File: config.mk
export PLATFORM = sky130hd
export DESIGN_NAME = led_shift_receiver
export DESIGN_NICKNAME = d
export VERILOG_FILES = /design/src/rtl/led_shift_receiver.sv
export SDC_FILE = /design/constraint.sdc
export NUM_CORES = 1
export LEC_CHECK = 0
export CORE_MARGIN = 5
export CORE_UTILIZATION = 40
export DETAILED_ROUTE_END_ITERATION = 6
export PLACE_DENSITY = 0.72
export SLEW_MARGIN = 10
export SYNTH_ARGS = -nofsm -noshare
export SYNTH_HDL_FRONTEND = slang
export SYNTH_SLANG_ARGS = --single-unit
File: constraint.sdc
create_clock -name clk -period 2.2 [get_ports clk]
set_input_delay 0.44 -clock clk [delete_from_list [all_inputs] [get_ports clk]]
set_output_delay 0.44 -clock clk [all_outputs]
set_load 0.01 [all_outputs]
File: src/rtl/led_shift_receiver.sv
`default_nettype none
// ============================================================================
//  Module   : led_shift_receiver
//  Purpose  : Receiver model of the LED-driver serial link: oversampled
//             deserializer, output latch, OE gating and per-frame on-time.
//  Revision : 1.0  initial release
// ============================================================================
module led_shift_receiver #(
    parameter int WIDTH = 16,
    parameter int CNT_W = 24
) (
    input  logic                         clk,
    input  logic                         reset,
    input  logic                         serial_clk,
    input  logic                         serial_in,
    input  logic                         latch_enable,
    input  logic                         output_enable_n,
    output logic                         serial_chain_out,
    output logic [WIDTH-1:0]             latched,
    output logic [WIDTH-1:0]             led_on,
    output logic                         latch_strobe,
    output logic                         frame_error,
    output logic [$clog2(WIDTH+1):0]     bit_count,
    output logic [CNT_W-1:0]             on_cycles
);

    localparam int                c_BC_W    = $clog2(WIDTH + 1) + 1;
    localparam logic [c_BC_W-1:0] c_BC_MAX  = '1;
    localparam logic [c_BC_W-1:0] c_BC_FULL = c_BC_W'(WIDTH);
    localparam logic [CNT_W-1:0]  c_CNT_MAX = '1;

    logic [2:0]       r_sclk_sync;
    logic [1:0]       r_sdat_sync;
    logic [2:0]       r_le_sync;
    logic [1:0]       r_oen_sync;
    logic [WIDTH-1:0] r_shreg;
    logic [CNT_W-1:0] r_run_cnt;

    logic             w_shift;
    logic             w_latch;
    logic             w_oe_active;
    logic [CNT_W-1:0] w_run_next;

    // Data goes through the same two stages as the clock so that the sample
    // used on a detected rise is the value present at the link edge.
    always_ff @(posedge clk) begin
        if (reset) begin
            r_sclk_sync <= 3'b000;
            r_sdat_sync <= 2'b00;
            r_le_sync   <= 3'b000;
            r_oen_sync  <= 2'b11;
        end else begin
            r_sclk_sync <= {r_sclk_sync[1:0], serial_clk};
            r_sdat_sync <= {r_sdat_sync[0], serial_in};
            r_le_sync   <= {r_le_sync[1:0], latch_enable};
            r_oen_sync  <= {r_oen_sync[0], output_enable_n};
        end
    end

    assign w_shift     = r_sclk_sync[1] & ~r_sclk_sync[2];
    assign w_latch     = r_le_sync[1] & ~r_le_sync[2];
    assign w_oe_active = ~r_oen_sync[1];

    // Saturating run count including the current cycle when OE is active.
    assign w_run_next = (w_oe_active && (r_run_cnt != c_CNT_MAX))
                        ? r_run_cnt + CNT_W'(1) : r_run_cnt;

    always_ff @(posedge clk) begin
        if (reset) begin
            r_shreg <= '0;
        end else if (w_shift) begin
            r_shreg <= {r_shreg[WIDTH-2:0], r_sdat_sync[1]};
        end
    end

    assign serial_chain_out = r_shreg[WIDTH-1];

    // A latch coinciding with a shift captures the pre-shift register and
    // counts that shift as the first bit of the new frame.
    always_ff @(posedge clk) begin
        if (reset) begin
            latched      <= '0;
            latch_strobe <= 1'b0;
            frame_error  <= 1'b0;
            bit_count    <= '0;
            on_cycles    <= '0;
            r_run_cnt    <= '0;
        end else begin
            latch_strobe <= w_latch;
            if (w_latch) begin
                latched     <= r_shreg;
                frame_error <= frame_error | (bit_count != c_BC_FULL);
                bit_count   <= w_shift ? c_BC_W'(1) : '0;
                on_cycles   <= w_run_next;
                r_run_cnt   <= '0;
            end else begin
                if (w_shift && (bit_count != c_BC_MAX)) begin
                    bit_count <= bit_count + c_BC_W'(1);
                end
                r_run_cnt <= w_run_next;
            end
        end
    end

    always_ff @(posedge clk) begin
        if (reset) begin
            led_on <= '0;
        end else begin
            led_on <= latched & {WIDTH{w_oe_active}};
        end
    end

endmodule
`default_nettype wire

== After elaboration in Yosys (flattened, before gate mapping) ==
Cells that the tools add are included.
Word-level totals
  output and inout port bits: 65
  flip-flop bits (word level): 114
Operators by class
  $add $sub $neg: 2
  bitwise operators: 7
  equal/unequal tests: 3
  muxes and demuxes: 4
  reductions and logical operators: 4
Operator list (number)
  adder 24 x 1 -> 24 bit, second input constant: 1
  two-way mux 24 bit: 1
  inequality test 24 bit, second input constant: 1
  AND 16 bit: 1
  two-way mux 6 bit: 2
  adder 6 x 1 -> 6 bit, second input constant: 1
  inequality test 6 x 5 -> 1 bit, second input constant: 1
  inequality test 6 bit, second input constant: 1
  inverter 1 bit: 3
  AND 1 bit: 2
  logical AND 1 bit: 2
  nonzero test 2 bit: 1
  OR reduction 2 bit: 1
  two-way mux 1 bit: 1
  bitwise OR 1 bit: 1

== Depth between registers and ports, before layout ==
  depth after elaboration: 5
  depth in mapped cells: 8
  gate-level depth less buffers: 6

== Worst setup path after synthesis ==
No wires, ideal clock.
  path type: register -> register
  start: register r_run_cnt[6]
  end: register on_cycles[5]
  path buffers: 3
  data arrival time: 1.558 ns
  cell stages (with the launch flop): 9
  required time: 2.114 ns
  setup slack: 0.556 ns
  cell sequence: dfxtp_1 > and4_1 > buf_6 > and4b_1 > buf_6 > buf_12 > a21oi_2 > xnor2_1 > a211oi_1
Between the ends
  longest elaborated chain between the ends: 3
Ends and longest elaborated chain
  start: declaration: RTL line 37  | logic [CNT_W-1:0] r_run_cnt;
  start signal: assignment: RTL line 100  | r_run_cnt <= w_run_next;
  inequality test 24 bit: RTL line 65  | assign w_run_next = (w_oe_active && (r_run_cnt != c_CNT_MAX))
  logical AND 1 bit: RTL line 65
  two-way mux 24 bit: RTL line 66  | ? r_run_cnt + CNT_W'(1) : r_run_cnt;
  end signal: assignment: RTL line 94  | on_cycles <= w_run_next;
  end: declaration: RTL line 24  | output logic [CNT_W-1:0] on_cycles
Every way passes these cells.
A chain may end at the register's enable or synchronous reset.

== Final worst setup path ==
  start: register bit_count[4]
  end: output port bit_count[4]
RTL lines
  start: declaration: RTL line 23  | output logic [$clog2(WIDTH+1):0] bit_count,
  start signal: assignment: RTL line 93  | bit_count <= w_shift ? c_BC_W'(1) : '0;
  start signal: assignment: RTL line 98  | bit_count <= bit_count + c_BC_W'(1);
No word-level cell between the ends.

==> flow_metrics.env <==
export IMPL_synth_edf_count=0
export IMPL_clkTransAtPathRegs_ns=0.06
export IMPL_insertion_delay_ns=0.51
export IMPL_hold_viol=0
export IMPL_mostFrequentLayoutCell="dfxtp_1"
export IMPL_yosys_area_top_type="dfxtp_1"
export IMPL_drtIter0Drc=192
export IMPL_via_count=3384
export IMPL_ys_flop_type="dfxtp_1"
export IMPL_ant_nets=0
export IMPL_synth_seq_cells=114
export IMPL_numCtsBuffers=17
export IMPL_yosys_warnings=0
export IMPL_drc_errors=0
export IMPL_dpl_hpwl_um=6180
export IMPL_rsz0062_at_grt="no"
export IMPL_cts_root_buffer="clkbuf_8"
export IMPL_grt_util_all_layers=0.152
export IMPL_cts_tree="done"
export IMPL_use_met2=0.243
export IMPL_r2r_cells=6
export IMPL_design_core_area_mm2=0.0103
export IMPL_cts_resized=0
export IMPL_tightest_slew_ns=0.741
export IMPL_yosysUniqueCellTypes=42
export IMPL_post_route_cell_area_mm2=0.00561
export IMPL_finalSetupViolations=0
export IMPL_fp_dieH_um=113
export IMPL_drive_above_1_share=0.117
export IMPL_place_area_mm2=0.00504
export IMPL_start_util=0.410
export IMPL_num_antenna_cells=0
export IMPL_end_kind="output pin"
export IMPL_io_buffers=70
export IMPL_critical_path_class="reg -> out"
export IMPL_finalCriticalPeriod_ns=2.00
export IMPL_dr_pass1_iters=4
export IMPL_worstPathCellList="clkdlybuf4s50_1"
export IMPL_rows=37
export IMPL_r2r_start="r_run_cnt[10]"
export IMPL_ys_seq_area_frac=0.542
export IMPL_path_buf_inv=1
export IMPL_n_fill_cell=925
export IMPL_hp_start="reset"
export IMPL_clock_skew_ns=0.00620
export IMPL_synthCells=462
export IMPL_die_width_um=113
export IMPL_critPathTopFamily="buffers and inverters"
export IMPL_avgRoutedWirePerCell_um=13.4
export IMPL_rrSetupSlack_ns=0.26
export IMPL_htreeDepth=4
export IMPL_cts_sinks=114
export IMPL_whs_path_depth=2
export IMPL_async_reset_ff_frac=0
export IMPL_cp_slowest_cell="clkdlybuf4s50_1"
export IMPL_timing_fmax_ghz=0.500
export IMPL_grt_busiest_layer="met2"
export IMPL_yosys_area_top_type_share=0.542
export IMPL_grt_pass1_wl_um=15700
export IMPL_dp_cells=652
export IMPL_gr_usage_met1=0.182
export IMPL_instances_no_fill=684
export IMPL_ios=71
export IMPL_die_area_mm2=0.0127
export IMPL_grt_met3_usage=0.0550
export IMPL_syn_avg_cell_area_um2=9.12
export IMPL_antenna_found_initial=0
export IMPL_leakagePower_nw=1.95
export IMPL_status="finished, final reports clean"
export IMPL_synth_area_leaders="dfxtp_1 54%, nand2_1 7.2%, a21oi_1 4.8%, nor2_1 4.2%, xnor2_1 3.3%"
export IMPL_fin_nets=544
export IMPL_maxSlewHeadroom=0.504
export IMPL_ctsHoldBuffers=0
export IMPL_crit_required_ns=1.76
export IMPL_syn_area_mm2=0.00421
export IMPL_min_to="r_le_sync[2]"
export IMPL_slowest_delay_ns=0.59
export IMPL_vdd_ir_drop_worst_v=0.000578
export IMPL_powerDensity_mw_per_mm2=867
export IMPL_drv_slew=0
export IMPL_startpoint_type="flip-flop"
export IMPL_grt_overflow=0
export IMPL_r2r_end="on_cycles[1]"
export IMPL_hold_class="in -> reg"
export IMPL_post_cts_buffers=0
export IMPL_syn_num_nets=471
export IMPL_area_growth_pct=33.2
export IMPL_setup_tns_final_ns=0
export IMPL_globalplace_congestion=0.875
export IMPL_cts_buffer_depth=2
export IMPL_crit_arrival_ns=1.56
export IMPL_final_cell_mix="114 x dfxtp_1, 81 x nand2_1, 69 x clkdlybuf4s50_1"
export IMPL_crit_fanout=6
export IMPL_wl_um=9180
export IMPL_post_route_period_util=0.909
export IMPL_maxCapViolCount=0
export IMPL_viasPerCell=4.95
export IMPL_grt_max_degree=53
export IMPL_grt_pass1_vias=3379
==> cell type report <==
cell class,instances,area (um2),area share
clock buffer,18,418,0.0745
clock inverter,14,155,0.0276
inverter,5,18.8,0.00334
multi-input combinational,315,1780,0.318
sequential,114,2280,0.407
tap,136,170,0.0303
timing repair buffer,82,786,0.140
==> per-stage QoR <==
stage / hold WS [ns] / utilization / setup WS (ns) / total power (W)
global placement: 0.394 / 0.490 / 0.415 / 0.00230
floorplan: 0.389 / - / 0.556 / 0.00224
CTS: 0.268 / 0.546 / 0.191 / 0.00492
finish: 0.275 / 0.546 / 0.200 / 0.00487
global route: 0.273 / 0.546 / 0.101 / 0.00504
detailed placement: 0.396 / 0.490 / 0.310 / 0.00231
==> synth_stat cells, types with 3 or more instances <==
master and n:
xor2_1 9, nand3_1 10, xnor2_1 16, and4_1 3
ha_1 3, o21ai_0 7, and2_1 18, a211oi_1 15
a31oi_1 3, a21oi_2 7, dfxtp_1 114, a211oi_2 3
clkbuf_1 23, nor2_1 47, inv_1 5, a21oi_1 40
nand2b_1 5, nand4_1 10, and3_1 6, nor2b_1 11
nand2_1 81
==> report_power, final <==
| part | internal (W) | switching (W) | total, W |
|---|---|---|---|
| sequential | 0.00209 | 0.0000145 | 0.00211 |
| clock | 0.00162 | 0.000985 | 0.00261 |
| combinational | 0.0000634 | 0.0000903 | 0.000154 |
| total | 0.00378 | 0.00109 | 0.00487 |
==> worst max path at each step <==
stage	from	endpoint	slack, ns	depth (start not counted)
2_1_floorplan	r_run_cnt[6]	on_cycles[5]	0.56	8
3_3_place_gp	r_run_cnt[6]	r_run_cnt[12]	0.41	6
3_5_place_dp	r_run_cnt[10]	on_cycles[12]	0.31	6
4_1_cts	bit_count[4]	bit_count[4]	0.19	1
5_1_grt	r_run_cnt[10]	on_cycles[2]	0.10	6
6_report	bit_count[4]	bit_count[4]	0.20	1
==> kinds of logic after synthesis <==
group / synth area share
XOR/XNOR: 0.0520
AO/OA/AOI/OAI: 0.121
buffers and inverters: 0.0371
adder cells (fa/ha/maj): 0.00891
flip-flops: 0.542
AND/OR/NAND/NOR: 0.237
multiplexers: 0.00238
==> flip-flops by register name (all words and copies together), names as in the netlist <==
register / count
on_cycles: 24
latch_strobe: 1
latched: 16
r_sclk_sync: 3
r_oen_sync: 2
r_sdat_sync: 2
r_le_sync: 3
r_shreg: 16
r_run_cnt: 24
led_on: 16
frame_error: 1
bit_count: 6
==> metal layers <==
layer,part of all wire,vias up
li1,-,1697
met1,0.44,1580
met2,0.49,87
met3,0.053,20
met4,0.019,0
met5,0,-
No activity file was read; power rests on OpenSTA's default activity.
